## src/rtl/float_post_normalizer.sv

```systemverilog
// Post-normalize, round-to-nearest-even and pack stage of the single-precision adder.
// Takes the raw mantissa sum and its exponent, and handles one operation at a time over valid/ready.
//
// state | meaning
// IDLE  | in_ready high, waiting for an operand
// NORM  | one normalization step per cycle (right on carry, left on cancellation)
// ROUND | apply RNE increment, pack result, capture flags
// DONE  | out_valid high, result held until out_ready
module float_post_normalizer #(
    parameter int EXP_W  = 8,
    parameter int FRAC_W = 23
) (
    input  logic                      clk,
    input  logic                      rst_n,
    input  logic                      in_valid,
    output logic                      in_ready,
    input  logic                      in_sign,
    input  logic [EXP_W-1:0]          in_exp,
    input  logic [FRAC_W+3:0]         in_mant,
    input  logic                      in_sticky,
    output logic                      out_valid,
    input  logic                      out_ready,
    output logic [EXP_W+FRAC_W:0]     out_result,
    output logic                      out_overflow,
    output logic                      out_inexact,
    output logic                      out_zero
);

    localparam int MW = FRAC_W + 4;
    localparam logic [EXP_W:0] EXP_ONE = {{EXP_W{1'b0}}, 1'b1};
    localparam logic [EXP_W:0] EXP_MAX = {1'b0, {EXP_W{1'b1}}};

    typedef enum logic [1:0] {IDLE, NORM, ROUND, DONE} state_t;

    state_t          state, state_nx;
    logic            sign_r;
    logic [EXP_W:0]  exp_r;
    logic [MW-1:0]   mant_r;
    logic            sticky_r;

    logic            norm_done;
    logic            guard, rnd, lsb, inc;
    logic [FRAC_W+1:0] sig_sum;
    logic [FRAC_W:0] sig_n;
    logic [EXP_W:0]  exp_n;
    logic [EXP_W-1:0] exp_field;
    logic            zero_c, ovf_c, inexact_c;
    logic [EXP_W+FRAC_W:0] result_c;

    // A carry, a set hidden bit, a zero mantissa or a denormal exponent all end normalization.
    assign norm_done = (mant_r == '0) || mant_r[MW-1] || mant_r[MW-2] || (exp_r <= EXP_ONE);

    always_comb begin
        guard   = mant_r[1];
        rnd     = mant_r[0];
        lsb     = mant_r[2];
        inc     = guard & (rnd | sticky_r | lsb);
        sig_sum = {1'b0, mant_r[MW-2:2]} + {{(FRAC_W+1){1'b0}}, inc};
        if (sig_sum[FRAC_W+1]) begin
            sig_n = sig_sum[FRAC_W+1:1];
            exp_n = exp_r + EXP_ONE;
        end else begin
            sig_n = sig_sum[FRAC_W:0];
            exp_n = exp_r;
        end
        // Denormals pack with a zero exponent field unless rounding promoted them into the hidden bit.
        exp_field = sig_n[FRAC_W] ? exp_n[EXP_W-1:0] : '0;
        zero_c    = (mant_r == '0);
        ovf_c     = !zero_c && (exp_n >= EXP_MAX);
        inexact_c = !zero_c && (guard | rnd | sticky_r);
        if (zero_c)
            result_c = {sign_r, {(EXP_W+FRAC_W){1'b0}}};
        else if (ovf_c)
            result_c = {sign_r, {EXP_W{1'b1}}, {FRAC_W{1'b0}}};
        else
            result_c = {sign_r, exp_field, sig_n[FRAC_W-1:0]};
    end

    always_ff @(posedge clk or negedge rst_n) begin
        if (!rst_n) state <= IDLE;
        else        state <= state_nx;
    end

    always_comb begin
        state_nx = state;
        case (state)
            IDLE:    if (in_valid) state_nx = NORM;
            NORM:    if (norm_done) state_nx = ROUND;
            ROUND:   state_nx = DONE;
            DONE:    if (out_ready) state_nx = IDLE;
            default: state_nx = IDLE;
        endcase
    end

    always_comb begin
        in_ready  = (state == IDLE);
        out_valid = (state == DONE);
    end

    always_ff @(posedge clk or negedge rst_n) begin
        if (!rst_n) begin
            sign_r       <= 1'b0;
            exp_r        <= '0;
            mant_r       <= '0;
            sticky_r     <= 1'b0;
            out_result   <= '0;
            out_overflow <= 1'b0;
            out_inexact  <= 1'b0;
            out_zero     <= 1'b0;
        end else begin
            case (state)
                IDLE: if (in_valid) begin
                    sign_r   <= in_sign;
                    exp_r    <= (in_exp == '0) ? EXP_ONE : {1'b0, in_exp};
                    mant_r   <= in_mant;
                    sticky_r <= in_sticky;
                end
                NORM: begin
                    if (!norm_done) begin
                        mant_r <= {mant_r[MW-2:0], 1'b0};
                        exp_r  <= exp_r - EXP_ONE;
                    end else if (mant_r[MW-1]) begin
                        mant_r   <= {1'b0, mant_r[MW-1:1]};
                        sticky_r <= sticky_r | mant_r[0];
                        exp_r    <= exp_r + EXP_ONE;
                    end
                end
                ROUND: begin
                    out_result   <= result_c;
                    out_overflow <= ovf_c;
                    out_inexact  <= inexact_c;
                    out_zero     <= zero_c;
                end
                default: ;
            endcase
        end
    end

endmodule

```

## config.mk

```make
export PLATFORM = sky130hd
export DESIGN_NAME = float_post_normalizer
export DESIGN_NICKNAME = d
export VERILOG_FILES = /design/src/rtl/float_post_normalizer.sv
export SDC_FILE = /design/constraint.sdc
export NUM_CORES = 1
export LEC_CHECK = 0
export BUFFER_PORTS_ARGS = -buffer_cell sky130_fd_sc_hd__buf_2
export CAP_MARGIN = 5
export CORE_ASPECT_RATIO = 1.5
export CORE_UTILIZATION = 57
export CTS_CLUSTER_DIAMETER = 150
export DETAILED_ROUTE_END_ITERATION = 10
export PLACE_DENSITY = 0.8
export SETUP_SLACK_MARGIN = 0.1
export SYNTH_ARGS = -nofsm -noshare
export SYNTH_HDL_FRONTEND = slang
export SYNTH_SLANG_ARGS = --single-unit
```

## constraint.sdc

```tcl
create_clock -name clk -period 3.1 [get_ports clk]
set_input_delay 0.62 -clock clk [delete_from_list [all_inputs] [get_ports clk]]
set_output_delay 0.62 -clock clk [all_outputs]
set_load 0.02 [all_outputs]
```

==> results of run 1 <==
==> cells in the mapped netlist (7+ instances only) <==
| library cell | n | area (sq um) |
|---|---|---|
| a21oi_1 | 24 | 120 |
| ha_1 | 8 | 100 |
| a21o_1 | 22 | 165 |
| a211oi_1 | 21 | 158 |
| xnor2_1 | 9 | 78.8 |
| nor2_1 | 52 | 195 |
| and3_1 | 9 | 56.3 |
| nor3_1 | 9 | 45.0 |
| o21ai_0 | 27 | 135 |
| o2bb2ai_1 | 17 | 149 |
| inv_1 | 16 | 60.1 |
| dfrtp_1 | 75 | 1880 |
| clkbuf_1 | 24 | 90.1 |
| a31oi_1 | 9 | 56.3 |
| nor4_1 | 8 | 50.1 |
| buf_2 | 16 | 80.1 |
| mux2i_1 | 32 | 320 |
| o22ai_1 | 11 | 68.8 |
| buf_4 | 7 | 52.6 |
| nand2_1 | 31 | 116 |
| nand3_1 | 15 | 75.1 |
==> layout make-up <==
type,instances,share of cell area
multi-input combinational,386,0.472
sequential,75,0.334
timing repair buffer,100,0.102
clock buffer,9,0.0401
tap,105,0.0234
clock inverter,7,0.0165
inverter,17,0.0114
==> where the power goes <==
part	switching (mW)	internal (mW)
Clock	0.420	0.701
Combinational	2.02	1.42
Sequential	0.612	1.46
Total	3.05	3.58
==> worst max-delay path: cells and delay by family, from the launching register on <==
family                     cells  cell delay [ns]
AOI/OAI and AO/OA              2             0.82
adders and majority gates      1             0.33
DFF                            1             0.50
xor gates and xnor gates       1             0.16
and+or+nand+nor                3             0.86
==> placed cells by master, fill, tap and decap left out, types with 11 or more instances in the layout <==
cell type  count
dfrtp_1       75
o2bb2ai_1     17
nor2_1        52
buf_4         22
o22ai_1       11
o21ai_0       27
mux2i_1       32
a21oi_1       24
a21o_1        22
inv_1         16
buf_2         77
nand2_1       31
nand3_1       15
a211oi_1      21
==> final timing paths <==
| kind | start | end | slack (ns) |
|---|---|---|---|
| min | rst_n | out_result[28]$_DFFE_PN0P_ | 0.20 |
| max | exp_r[0]$_DFFE_PN0P_ | out_result[20]$_DFFE_PN0P_ | 0.32 |
| max reg2reg | exp_r[0]$_DFFE_PN0P_ | out_result[20]$_DFFE_PN0P_ | 0.32 |
| min reg2reg | out_result[17]$_DFFE_PN0P_ | out_result[17]$_DFFE_PN0P_ | 0.48 |
| max in group asynchronous | rst_n | exp_r[8]$_DFFE_PN0P_ | 2.12 |
| min in group clk | out_result[17]$_DFFE_PN0P_ | out_result[17]$_DFFE_PN0P_ | 0.48 |
==> per-layer routing <==
layer / up-vias / GRT usage / wire (um)
met4: 0 / 0.219 / 801
met3: 66 / 0.0558 / 709
met2: 224 / 0.545 / 6960
li1: 2089 / - / -
met5: - / 0 / 0
met1: 2163 / 0.364 / 5000
==> logic make-up after synthesis <==
| family | Yosys count | share of synthesized area |
|---|---|---|
| simple gates | 160 | 0.174 |
| flops | 75 | 0.389 |
| xor+xnor | 16 | 0.0306 |
| fa+ha+maj | 8 | 0.0208 |
| mux | 36 | 0.0758 |
| buf+inv | 67 | 0.0649 |
| compound gates | 166 | 0.245 |
==> registers in the layout, summed over array words and instances (netlist names), 2 cells and up <==
register and flops:
mant_r 27, out_result 32, exp_r 9, state 2
==> per-stage QoR <==
step           cell area [sq um]  utilization  worst slack [ns]  cells  total power, mW
2_1_floorplan               4820            -             0.329    528             4.48
3_3_place_gp                5290        0.653             0.444    683             5.30
3_5_place_dp                5290        0.653             0.352    683             5.45
4_1_cts                     5610        0.692             0.323    699             6.61
5_1_grt                     5610        0.692             0.117    699             7.05
6_report                    5610        0.692             0.320    699             6.64
==> impl_metrics.toml, run 1 <==
[sta]
rsz0062_at_grt = "no"
hold_viol_final = 0
skew_ns = 0.00761
finalSetupViolCount = 0
period_needed_ns = 2.78
relSlewSlack = 0.254
setup-tns-final_ns = 0
whs_ns = 0.197
period_share = 0.897
slew_violations = 0
clock.fmax_ghz = 0.360
worst_pin_slew_ns = 1.11

[critical_path]
slowest_delay_ns = 0.54
critical_path_arrival_ns = 3.02
slowest_stage = "a2111o_2"
startpoint_type = "register"
end_kind = "register"
cp_max_fo = 9
critical_path_class = "register to register"
worstPathCellList = "ha_1 > nand2_1 > nor3_1 > or4b_4 > xnor2_2 > a2111o_2 > o32ai_2"
reg2regPathDepth = 7
crit_required_ns = 3.34

[finish]
nFillCells = 661
diodes = 0
nNetsFinal = 638
drive_above_1_share = 0.234
multi_input_area_sq_um = 2650
regArea_sq_um = 1880
area_growth_pct = 16.4

[place]
io_buffers = 77
hpwl_mm = 9.65
gp_congestion = 0.950

[flow_run]
drv_cap = 0

[global_route]
grt_use_total = 0.319
grt_pass1_wl_mm = 21.7
grt_max_degree = 74
grt_pass1_vias = 4463
grt_antenna_before_repair = 0
grt_overflow_total = 0

[routing]
ant_nets = 0
drt_first_iter_violations = 366
first_pass_iters = 5
dr_total_vias = 4542
viasPerCell = 6.50
drc_errors = 0
wl_per_cell_um = 19.3
routed_wirelength_mm = 13.5

[cts]
clk_pin_slew_worst_paths_ns = 0.06
cts_tree = "done"
hold_buffers = 0
clockBufferDepth = 2
postCtsSetupBuffers = 0
h-tree-depth = 3
cts.sinks = 75
ctsResizeCount = 0
worstSkewPairLatency_ns = 0.34
clockRootBuffer = "clkbuf_16"
numCtsBuffers = 9

[floorplanning]
io_pins = 78
core-area_sq_um = 8110
die_width_um = 77.1
initial_utilization = 0.595
rows = 40
die_area_sq_um = 8840
die_h_um = 115

[synth]
yosysWarnings = 0
avgSynthCellArea_sq_um = 9.13
postSynthCellCount = 528
synth_ff_type = "dfrtp_1"
synth_area_sq_um = 4820
synth.distinct_cells = 66
synth_enable_flop_cells = 0
synth_seq_area_share = 0.389
async_reset_ff_frac = 1.00
syn-num-nets = 577
synth-seq-cells = 75

[pwr]
p_per_area_nw_per_um2 = 1180
vdd_drop_max_v = 0.000588
p_leak_nw = 2.60

[hold_path]
hold_class = "primary input to async pin"

[run_status]
status = "finished, final reports clean"
Power figures use the tool's default switching activity.
==> run 2, diff against run 1 <==
- CORE_MARGIN: not set -> 2
==> impl_metrics.toml, run 2 (synthesis results as in run 1) <==
[flow_run]
drv_cap = 0

[sta]
setup-tns-final_ns = 0
worst_pin_slew_ns = 0.642
skew_ns = 0.00748
period_needed_ns = 2.80
hold_viol_final = 0
relSlewSlack = 0.566
period_share = 0.904
rsz0062_at_grt = "no"
clock.fmax_ghz = 0.357
slew_violations = 0
finalSetupViolCount = 0
setup_slack_ns = 0.297

[critical_path]
startpoint_type = "register"
critical_path_class = "register to register"
rrSetupSlack_ns = 0.30
cp_max_fo = 9
end_kind = "register"
critical_path_arrival_ns = 3.04
crit_required_ns = 3.33

[floorplanning]
initial_utilization = 0.580
core-area_sq_um = 8310
die_width_um = 79.1
die_h_um = 117
io_pins = 78
rows = 41
die_area_sq_um = 9220

[cts]
clockBufferDepth = 2
hold_buffers = 0
clockRootBuffer = "clkbuf_16"
cts.sinks = 75
clk_pin_slew_worst_paths_ns = 0.06
postCtsSetupBuffers = 0
cts_tree = "done"
worstSkewPairLatency_ns = 0.34
ctsResizeCount = 0
h-tree-depth = 3
numCtsBuffers = 9

[pwr]
p_per_area_nw_per_um2 = 1170
p_leak_nw = 2.59
vdd_drop_max_v = 0.000544
power.total_mw = 6.51

[routing]
wl_per_cell_um = 18.6
first_pass_iters = 5
dr_total_vias = 4401
viasPerCell = 6.30
ant_nets = 0
drc_errors = 0
drt_first_iter_violations = 416
routed_wirelength_mm = 13.0

[global_route]
grt_overflow_total = 0
grt_use_total = 0.294
grt_max_degree = 52
grt_pass1_wl_mm = 20.9
grt_antenna_before_repair = 0
grt_pass1_vias = 4211

[hold_path]
hold_class = "primary input to async pin"

[run_status]
status = "finished, final reports clean"

[finish]
reg.largest.list = "out_result (32), mant_r (27), exp_r (9)"
regMostFlops = "out_result"
layout_common_cells = "buf_2 (77), dfrtp_1 (75), nor2_1 (52)"
nNetsFinal = 636
fin_util = 0.671
diodes = 0
design_area_sq_um = 5580
area_growth_pct = 15.7
largest_register_ffs = 32
mostFrequentLayoutCell = "buf_2"
drive_above_1_share = 0.231

[place]
placed_area_sq_um = 5280
gp_congestion = 1.03
io_buffers = 77
hpwl_mm = 9.63
pre_cts_ws_ns = 0.361
==> run 2: cell types whose count changed in the layout (fill, tap and decap cells not counted) <==
cell        previous run  this run
buf_4                 22        20
bufinv_16              2         1
clkinv_2               2         3
clkinv_4               0         1
clkinvlp_4             3         2
==> run 2: metrics by stage <==
step,cells,hold WS [ns]
after floorplan,528,0.324
after global placement,683,0.422
after detailed placement,683,0.422
after CTS,699,0.0647
after global routing,699,0.0630
final,699,0.0671
==> run 2: critical path, cell delays in order (launching register included) <==
cell and delay (ns):
dfrtp_1 0.49, ha_1 0.32, nand2_1 0.15, nor3_1 0.20, or4b_4 0.50, xnor2_2 0.16
a2111o_2 0.55, o32ai_2 0.31
==> run 2: path summary, 6_finish.rpt <==
check | end | cells after the start | startpoint
max | out_result[20]$_DFFE_PN0P_ | 7 | exp_r[0]$_DFFE_PN0P_
min | out_overflow$_DFFE_PN0P_ | 1 | rst_n
max reg2reg | out_result[20]$_DFFE_PN0P_ | 7 | exp_r[0]$_DFFE_PN0P_
min reg2reg | out_inexact$_DFFE_PN0P_ | 2 | out_inexact$_DFFE_PN0P_
max in group asynchronous | mant_r[12]$_DFFE_PN0P_ | 2 | rst_n
min in group clk | out_inexact$_DFFE_PN0P_ | 2 | out_inexact$_DFFE_PN0P_
==> run 2: power breakdown <==
part / switching, mW / internal (mW) / total (mW)
combinational: 2.00 / 1.41 / 3.41
clock: 0.418 / 0.620 / 1.04
sequential: 0.602 / 1.46 / 2.06
total: 3.02 / 3.49 / 6.51
==> run 2: layout make-up <==
class | instances | area [sq um]
Inverter | 17 | 63.8
Timing Repair Buffer | 98 | 556
Sequential cell | 75 | 1880
Clock inverter | 7 | 68.8
Tap cell | 107 | 134
Clock buffer | 9 | 225
Fill cell | 720 | 2740
Multi-Input combinational cell | 386 | 2650
==> run 2: metal layers <==
layer,vias to the layer above,GRT usage,wire [um]
met3,41,0.0564,616
li1,2068,-,-
met4,0,0.161,603
met2,188,0.519,6860
met5,-,0,0
met1,2104,0.333,4930
==> run 3, diff against run 2 <==
- CORE_UTILIZATION: 57 -> 45
- PLACE_DENSITY: 0.8 -> 0.66
==> impl_metrics.toml, run 3 (synthesis results as in run 1) <==
[place]
gp_congestion = 0.921
io_buffers = 77
pre_cts_ws_ns = 0.383
hpwl_mm = 9.70

[routing]
viasPerCell = 5.89
ant_nets = 0
drt_first_iter_violations = 300
dr_total_vias = 4333
first_pass_iters = 5
drc_errors = 0
wl_per_cell_um = 18.0
routed_wirelength_mm = 13.2

[cts]
h-tree-depth = 3
clk_pin_slew_worst_paths_ns = 0.06
postCtsSetupBuffers = 0
worstSkewPairLatency_ns = 0.34
cts.sinks = 75
cts_tree = "done"
clockBufferDepth = 2
numCtsBuffers = 9
ctsResizeCount = 0
hold_buffers = 0
clockRootBuffer = "clkbuf_16"

[sta]
hold_viol_final = 0
period_share = 0.904
skew_ns = 0.00448
relSlewSlack = 0.369
clock.fmax_ghz = 0.357
finalSetupViolCount = 0
slew_violations = 0
setup_slack_ns = 0.298
setup-tns-final_ns = 0
period_needed_ns = 2.80
worst_pin_slew_ns = 0.947
rsz0062_at_grt = "no"

[global_route]
grt_max_degree = 76
met2_usage = 0.421
grt_antenna_before_repair = 0
grt_pass1_vias = 4142
grt_use_total = 0.237
met3_usage = 0.0364
grt_overflow_total = 0
grt_use_met1 = 0.283
globalRoute.busiestLayer = "met2"
grt_pass1_wl_mm = 21.0

[hold_path]
hold_class = "register to register"

[floorplanning]
initial_utilization = 0.458
die_h_um = 131
rows = 46
core-area_sq_um = 10500
die_width_um = 88.5
die_area_sq_um = 11600
io_pins = 78

[pwr]
vdd_drop_max_v = 0.000443
p_leak_nw = 2.63
power.total_mw = 6.69
p_per_area_nw_per_um2 = 1180

[critical_path]
critical_path_arrival_ns = 3.05
critical_path_class = "register to register"
cp_max_fo = 8
startpoint_type = "register"
crit_required_ns = 3.35
end_kind = "register"

[flow_run]
drv_cap = 0

[finish]
largest_register_ffs = 32
layout_common_cells = "buf_2 (77), dfrtp_1 (75), nor2_1 (52)"
nNetsFinal = 636
fin_util = 0.540
diodes = 0
regMostFlops = "out_result"
drive_above_1_share = 0.231
area_growth_pct = 18.0
reg.largest.list = "out_result (32), mant_r (27), exp_r (9)"
regArea_sq_um = 1880
mostFrequentLayoutCell = "buf_2"
nFillCells = 969
multi_input_area_sq_um = 2650

[run_status]
status = "finished, final reports clean"
-- run 3: area by class of cell --
type / count / share of cell area
well taps: 144 / 0.0317
repair buffers: 98 / 0.0976
inverters: 17 / 0.0112
clock inverters: 4 / 0.0167
flip-flops and latches: 75 / 0.330
clock buffers: 12 / 0.0468
multi-input cells: 386 / 0.466
-- run 3: layer usage --
metal	wire [um]	vias to the layer above
met5	0	-
met4	393	0
met3	465	31
met2	7200	120
met1	5190	2112
li1	-	2070
-- run 3: critical path: stages, from the launching register on --
cell and delay (ns):
dfrtp_1 0.45, ha_1 0.35, nand2_1 0.17, nor3_1 0.24
or4b_4 0.51, xnor2_2 0.16, a2111o_2 0.56, o32ai_2 0.28
-- run 3: power by group --
part           switching, mW  leakage, nW  internal, mW
sequential             0.616        0.916          1.46
combinational           1.95         1.53          1.41
clock                  0.406        0.179         0.851
total                   2.97         2.63          3.72
-- run 3: final timing paths --
check,startpoint,endpoint,slack [ns],cells after the start
max in group asynchronous,rst_n,out_result[31]$_DFFE_PN0P_,1.97,2
worst max-delay path,exp_r[1]$_DFFE_PN0P_,out_result[20]$_DFFE_PN0P_,0.30,7
worst max register to register,exp_r[1]$_DFFE_PN0P_,out_result[20]$_DFFE_PN0P_,0.30,7
min in group asynchronous,rst_n,out_result[16]$_DFFE_PN0P_,0.51,2
worst min-delay path,out_result[7]$_DFFE_PN0P_,out_result[7]$_DFFE_PN0P_,0.48,1
worst min register to register,out_result[7]$_DFFE_PN0P_,out_result[7]$_DFFE_PN0P_,0.48,1
-- run 3: per-stage QoR --
stage / instances / hold WS [ns] / area [sq um]
floorplan: 528 / 0.324 / 4820
global placement: 720 / 0.468 / 5330
detailed placement: 720 / 0.471 / 5330
CTS: 736 / 0.485 / 5690
global route: 736 / 0.500 / 5690
finish: 736 / 0.479 / 5690
